## src/rtl/booth_mult_arbiter_if.sv

```systemverilog
// Handshake bundle between the systolic cells, the arbiter and the shared
// Booth core: request/grant, operand issue and product return.
interface booth_mult_arbiter_if #(
  parameter int WORDLENGTH = 16,
  parameter int IDW        = 2
);
  localparam int NREQ = 1 << IDW;

  logic [NREQ-1:0]            req;
  logic [NREQ*WORDLENGTH-1:0] mcand;
  logic [NREQ*WORDLENGTH-1:0] mplier;
  logic [NREQ-1:0]            gnt;
  logic                       busy;
  logic                       mul_start;
  logic [WORDLENGTH-1:0]      mul_a;
  logic [WORDLENGTH-1:0]      mul_b;
  logic                       mul_done;
  logic [2*WORDLENGTH-1:0]    mul_prod;
  logic [2*WORDLENGTH-1:0]    prod;
  logic                       prod_valid;
  logic [IDW-1:0]             prod_id;
  logic                       err;

  modport slave (
    input  req, mcand, mplier, mul_done, mul_prod,
    output gnt, busy, mul_start, mul_a, mul_b,
    output prod, prod_valid, prod_id, err
  );

  modport master (
    output req, mcand, mplier, mul_done, mul_prod,
    input  gnt, busy, mul_start, mul_a, mul_b,
    input  prod, prod_valid, prod_id, err
  );
endinterface

```

## src/rtl/booth_mult_arbiter.sv

```systemverilog
// Round-robin sharing of one sequential Booth multiplier among NREQ cells.
// Ports: wClk, reset (sync, active-high), bus (slave side of the bundle).
module booth_mult_arbiter #(
  parameter int WORDLENGTH = 16,
  parameter int IDW        = 2,
  parameter int TIMEOUT    = 64
) (
  input logic               wClk,
  input logic               reset,
  booth_mult_arbiter_if.slave bus
);
  localparam int NREQ = 1 << IDW;
  localparam int TW   = $clog2(TIMEOUT);
  localparam logic [TW-1:0] TLAST = TW'(TIMEOUT - 1);

  typedef enum logic {IDLE, WAIT} state_t;

  state_t         state;
  logic [IDW-1:0] ptr;
  logic [IDW-1:0] cur_id;
  logic [TW-1:0]  timer;

  logic           win_v;
  logic [IDW-1:0] win;
  logic [IDW-1:0] idx;

  // Scan starting at ptr; IDW-bit addition wraps mod NREQ.
  always_comb begin
    win_v = 1'b0;
    win   = '0;
    idx   = '0;
    for (int k = 0; k < NREQ; k++) begin
      idx = ptr + IDW'(k);
      if (!win_v && bus.req[idx]) begin
        win_v = 1'b1;
        win   = idx;
      end
    end
  end

  always_ff @(posedge wClk) begin
    if (reset) begin
      state          <= IDLE;
      ptr            <= '0;
      cur_id         <= '0;
      timer          <= '0;
      bus.gnt        <= '0;
      bus.busy       <= 1'b0;
      bus.mul_start  <= 1'b0;
      bus.mul_a      <= '0;
      bus.mul_b      <= '0;
      bus.prod       <= '0;
      bus.prod_valid <= 1'b0;
      bus.prod_id    <= '0;
      bus.err        <= 1'b0;
    end else begin
      bus.gnt        <= '0;
      bus.mul_start  <= 1'b0;
      bus.prod_valid <= 1'b0;
      bus.err        <= 1'b0;
      unique case (state)
        IDLE: begin
          if (win_v) begin
            bus.gnt       <= NREQ'(1) << win;
            bus.mul_a     <= bus.mcand[int'(win)*WORDLENGTH +: WORDLENGTH];
            bus.mul_b     <= bus.mplier[int'(win)*WORDLENGTH +: WORDLENGTH];
            bus.mul_start <= 1'b1;
            bus.busy      <= 1'b1;
            cur_id        <= win;
            ptr           <= win + IDW'(1);
            timer         <= '0;
            state         <= WAIT;
          end
        end
        WAIT: begin
          timer <= timer + TW'(1);
          // Completion beats the watchdog when both land together.
          if (bus.mul_done) begin
            bus.prod       <= bus.mul_prod;
            bus.prod_id    <= cur_id;
            bus.prod_valid <= 1'b1;
            bus.busy       <= 1'b0;
            state          <= IDLE;
          end else if (timer == TLAST) begin
            bus.err  <= 1'b1;
            bus.busy <= 1'b0;
            state    <= IDLE;
          end
        end
        default: state <= IDLE;
      endcase
    end
  end
endmodule
```

## src/flat_wrapper.sv

```systemverilog
// flat-port wrapper written by rule: the top's interface ports become plain ports
module booth_mult_arbiter_flat 
#(
  parameter int WORDLENGTH = 16,
  parameter int IDW        = 2,
  parameter int TIMEOUT    = 64
)
  (wClk, reset, bus_req, bus_mcand, bus_mplier, bus_mul_done, bus_mul_prod, bus_gnt, bus_busy, bus_mul_start, bus_mul_a, bus_mul_b, bus_prod, bus_prod_valid, bus_prod_id, bus_err);
  booth_mult_arbiter_if #(.WORDLENGTH(WORDLENGTH), .IDW(IDW)) bus_i ();
  input logic wClk;
  input logic reset;
  input wire logic [$bits(bus_i.req)-1:0] bus_req;
  input wire logic [$bits(bus_i.mcand)-1:0] bus_mcand;
  input wire logic [$bits(bus_i.mplier)-1:0] bus_mplier;
  input wire logic [$bits(bus_i.mul_done)-1:0] bus_mul_done;
  input wire logic [$bits(bus_i.mul_prod)-1:0] bus_mul_prod;
  output wire logic [$bits(bus_i.gnt)-1:0] bus_gnt;
  output wire logic [$bits(bus_i.busy)-1:0] bus_busy;
  output wire logic [$bits(bus_i.mul_start)-1:0] bus_mul_start;
  output wire logic [$bits(bus_i.mul_a)-1:0] bus_mul_a;
  output wire logic [$bits(bus_i.mul_b)-1:0] bus_mul_b;
  output wire logic [$bits(bus_i.prod)-1:0] bus_prod;
  output wire logic [$bits(bus_i.prod_valid)-1:0] bus_prod_valid;
  output wire logic [$bits(bus_i.prod_id)-1:0] bus_prod_id;
  output wire logic [$bits(bus_i.err)-1:0] bus_err;
  assign bus_i.req = bus_req;
  assign bus_i.mcand = bus_mcand;
  assign bus_i.mplier = bus_mplier;
  assign bus_i.mul_done = bus_mul_done;
  assign bus_i.mul_prod = bus_mul_prod;
  assign bus_gnt = bus_i.gnt;
  assign bus_busy = bus_i.busy;
  assign bus_mul_start = bus_i.mul_start;
  assign bus_mul_a = bus_i.mul_a;
  assign bus_mul_b = bus_i.mul_b;
  assign bus_prod = bus_i.prod;
  assign bus_prod_valid = bus_i.prod_valid;
  assign bus_prod_id = bus_i.prod_id;
  assign bus_err = bus_i.err;
  booth_mult_arbiter #(.WORDLENGTH(WORDLENGTH), .IDW(IDW), .TIMEOUT(TIMEOUT)) u_core (.wClk(wClk), .reset(reset), .bus(bus_i));
endmodule
```

## config.mk

```make
export PLATFORM = sky130hd
export DESIGN_NAME = booth_mult_arbiter_flat
export DESIGN_NICKNAME = d
export VERILOG_FILES = /design/src/rtl/booth_mult_arbiter_if.sv /design/src/rtl/booth_mult_arbiter.sv /design/src/flat_wrapper.sv
export SDC_FILE = /design/constraint.sdc
export NUM_CORES = 1
export LEC_CHECK = 0
export BUFFER_PORTS_ARGS = -buffer_cell sky130_fd_sc_hd__buf_4
export CAP_MARGIN = 20
export CELL_PAD_IN_SITES_DETAIL_PLACEMENT = 1
export CELL_PAD_IN_SITES_GLOBAL_PLACEMENT = 2
export CORE_AREA = 2 2 140 142
export DETAILED_ROUTE_END_ITERATION = 8
export DIE_AREA = 0 0 142 144
export PLACE_DENSITY = 0.81
export SLEW_MARGIN = 20
export SYNTH_ARGS = -nofsm -noshare
export SYNTH_HDL_FRONTEND = slang
export SYNTH_SLANG_ARGS = --single-unit
```

## constraint.sdc

```tcl
create_clock -name wClk -period 1.5 [get_ports wClk]
set_input_delay 0 -clock wClk [delete_from_list [all_inputs] [get_ports wClk]]
set_output_delay 0 -clock wClk [all_outputs]
set_load 0.03 [all_outputs]
```

==> results.py <==
metrics = {
    "synthesis": {
        "synth-seq-cells": 85,
        "synth_seq_area_share": 0.433,
        "synth_area_um2": 3930,
        "yosys.area_share.adder": 0.00318,
        "async_reset_ff_frac": 0,
        "synth_top_family_by_area": "compound AO/OA/AOI/OAI gates",
        "yosysWarnings": 0,
        "synthSimpleGateAreaFrac": 0.149,
        "synth_edf_count": 0,
        "netlist_instances": 417,
        "syn_nets": 585,
        "synth_compound_area_frac": 0.195,
        "postSynthAreaPerCell_um2": 9.42,
        "yosysUniqueCellTypes": 38,
        "synth_ff_type": "dfxtp_1",
        "yosys.area_share.xor_xnor": 0.00223,
        "muxShareOfSynthArea": 0.166,
    },
    "clocking": {
        "clock-sinks": 85,
        "cts_tree": "done",
        "clock-root-buffer": "clkbuf_16",
        "htreeDepth": 3,
        "clock_path_buffers": 2,
        "clock_latency_ns": 0.34,
        "clk_pin_slew_ns": 0.07,
        "cts_buffers": 9,
    },
    "placed_design": {
        "gp_congestion": 0.755,
        "port_buffers": 240,
        "dp_hpwl_mm": 11.8,
        "place_ws_ns": -0.278,
    },
    "final_layout": {
        "nets": 1000,
        "nFillCells": 2083,
        "layout_common_cells": "buf_4, dlygate4sd3_1, nand2_1",
        "drive_above_1_share": 0.435,
        "syn2layout_area_growth_pct": 115,
        "final_common_cell": "buf_4",
    },
    "worst_hold_path": {
        "min_path_type": "in2reg",
        "min_from": "bus_mplier[31]",
        "holdPathStages": 3,
        "holdPathEnd": "u_core.bus.mul_b[15]",
    },
    "routing": {
        "via_count": 4900,
        "wl_per_cell_um": 18.7,
        "drtAntennaViolNets": 0,
        "wl_mm": 20.2,
        "vias_per_cell": 4.54,
        "drt-initial-drc-count": 131,
        "drc_errors": 0,
        "first_pass_iters": 4,
    },
    "critical_path": {
        "r2r_end": "u_core.bus.mul_a[12]",
        "critPathKind": "reg2reg",
        "rrSetupSlack_ns": -0.12,
        "cp.arrival_ns": 1.85,
        "max_stage_delay_ns": 0.38,
        "rr_worst_depth": 6,
        "critPathMaxFanout": 17,
        "critPathSlowestCell": "dfxtp_4",
        "cp_top_family": "compound AO/OA/AOI/OAI gates",
        "critical_path.reg2reg.startpoint": "u_core.ptr[0]",
        "worstPathRequired_ns": 1.72,
        "crit_chain": "nor2b_4 -> nor2_4 -> o32a_4 -> buf_12 -> mux2i_1 -> o221ai_2",
        "cp-start-kind": "flip-flop",
        "crit_path_end_kind": "flip-flop",
        "crit_buf_inv": 1,
    },
    "pwr": {
        "comb_power_share": 0.374,
        "p_int_w": 0.00518,
        "power.total_w": 0.00768,
        "p_switching_w": 0.00251,
        "pwr-share-clk": 0.287,
        "ir_drop_mv": 0.587,
        "p_sw_frac": 0.326,
        "leakagePower_nw": 3.63,
        "power.density_nw_per_um2": 911,
        "seq_power_share": 0.339,
    },
    "die": {
        "fp.dieW_um": 142,
        "rows": 51,
        "die_h_um": 144,
        "dieArea_um2": 20400,
        "core_area_um2": 19100,
        "start_util": 0.206,
        "io_pins": 241,
    },
    "timing": {
        "finalCriticalPeriod_ns": 1.62,
        "clock.fmax_ghz": 0.616,
        "tns_ns": -2.50,
        "hold_violations": 0,
        "relSlewSlack": 0.674,
        "hold_ws_ns": 0.0435,
        "setup_ws_ns": -0.124,
        "drv_slew": 0,
        "setup_viol": 34,
        "min_period_over_period": 1.08,
        "rsz0062_at_grt": "true",
        "tightest_slew_ns": 0.489,
        "clock-skew-final_ns": 0.00704,
    },
    "global_route": {
        "grt_first_pass_wirelength_mm": 29.4,
        "grt_max_degree": 44,
        "grt_antenna_before_repair": 4,
        "grt_usage": 0.190,
        "first_global_vias": 5576,
        "grt-ovfl-total": 0,
    },
    "run_status": {
        "status": "finished, violations left",
        "violations": "negative setup slack",
    },
    "job": {
        "maxCapViolCount": 0,
    },
}
-- what timing repair did --
action / in CTS / in global routing
endpoints found under the setup margin: 35 / 46
resized for setup: 39 / 19
buffers inserted: 3 / 1
hold buffers: 156 / 4
hold endpoints to repair: 69 / 2
gates cloned: 4 / 2
pin swaps: 4 / 1
-- routing by layer --
layer,track usage,up-vias,share of wire
li1,-,2316,-
met1,0.184,2393,0.36
met2,0.383,142,0.57
met3,0.0407,49,0.032
met4,0.0816,0,0.038
met5,0,-,0
-- sequential cells by signal, indices dropped and copies added (netlist names) --
name	flops
u_core.bus.gnt	4
u_core.bus.mul_start	1
u_core.ptr	2
u_core.cur_id	2
u_core.timer	6
u_core.bus.err	1
u_core.state	1
u_core.bus.prod_id	2
u_core.bus.mul_b	16
u_core.bus.prod	32
u_core.bus.prod_valid	1
u_core.bus.busy	1
u_core.bus.mul_a	16
-- worst reg2reg max path, delay by kind of cell (launching register included) --
family,cells,cell delay [ns]
AO/OA/AOI/OAI,2,0.41
flip-flops,1,0.38
multiplexers,1,0.31
buffers and inverters,1,0.21
AND/OR/NAND/NOR,2,0.20
-- how the worst max path moves through the flow --
stage	startpoint	end	cells past startpoint
floorplan	u_core.ptr[1]	u_core.bus.mul_a[15]	7
global placement	u_core.ptr[0]	u_core.bus.mul_b[15]	6
detailed placement	u_core.ptr[0]	u_core.bus.mul_b[15]	6
CTS	u_core.ptr[0]	u_core.bus.mul_b[6]	6
global route	u_core.ptr[0]	u_core.bus.mul_a[12]	6
finish	u_core.ptr[0]	u_core.bus.mul_a[12]	6
-- layout make-up --
cell class	instances	area, µm²	area share
Multi-Input combinational cell	298	2240	0.266
Sequential cell	85	1710	0.203
Timing Repair Buffer	434	3870	0.458
Clock buffer	11	253	0.0299
Antenna cell	4	10.0	0.00119
Clock inverter	5	40.0	0.00474
Tap cell	238	298	0.0353
Inverter	4	18.8	0.00222
-- cell usage after synthesis, types with 2 or more instances --
library cell	number	area share
nor2_1	18	0.017
clkbuf_1	13	0.012
nand2_1	105	0.10
buf_6	3	0.0086
o21ai_0	4	0.0051
buf_2	11	0.014
nor4_1	2	0.0032
nand3b_1	2	0.0038
o221ai_1	4	0.0089
o221ai_2	28	0.11
buf_8	3	0.011
nor2b_1	2	0.0032
mux2i_1	65	0.17
nand3_1	3	0.0038
nor2_2	2	0.0032
dfxtp_1	85	0.43
inv_1	4	0.0038
a21oi_1	43	0.055
-- cells by family (layout without fill, tap and decap cells) --
logic type / count (synthesis) / count (layout)
AOI/OAI and AO/OA: 88 / 89
xor gates and xnor gates: 1 / 1
adders and majority gates: 1 / 1
buffers and inverters: 35 / 454
DFF: 85 / 85
muxes: 65 / 65
other: 0 / 4
and+or+nand+nor: 142 / 142
-- per-stage QoR --
step	utilization	std cells	cell area, µm²
floorplan	-	417	3940
global placement	0.321	889	6120
detailed placement	0.321	889	6120
CTS	0.433	1068	8260
global route	0.442	1079	8440
finish	0.442	1079	8440
-- power by group through the flow --
stage | Clock (W) | Combinational (W) | Sequential [W]
2_1_floorplan | 0 | 0.000860 | 0.00300
3_3_place_gp | 0 | 0.00210 | 0.00263
3_5_place_dp | 0 | 0.00216 | 0.00264
4_1_cts | 0.00232 | 0.00273 | 0.00260
5_1_grt | 0.00239 | 0.00303 | 0.00263
6_report | 0.00220 | 0.00288 | 0.00261
(Power assumes the default switching activity.)
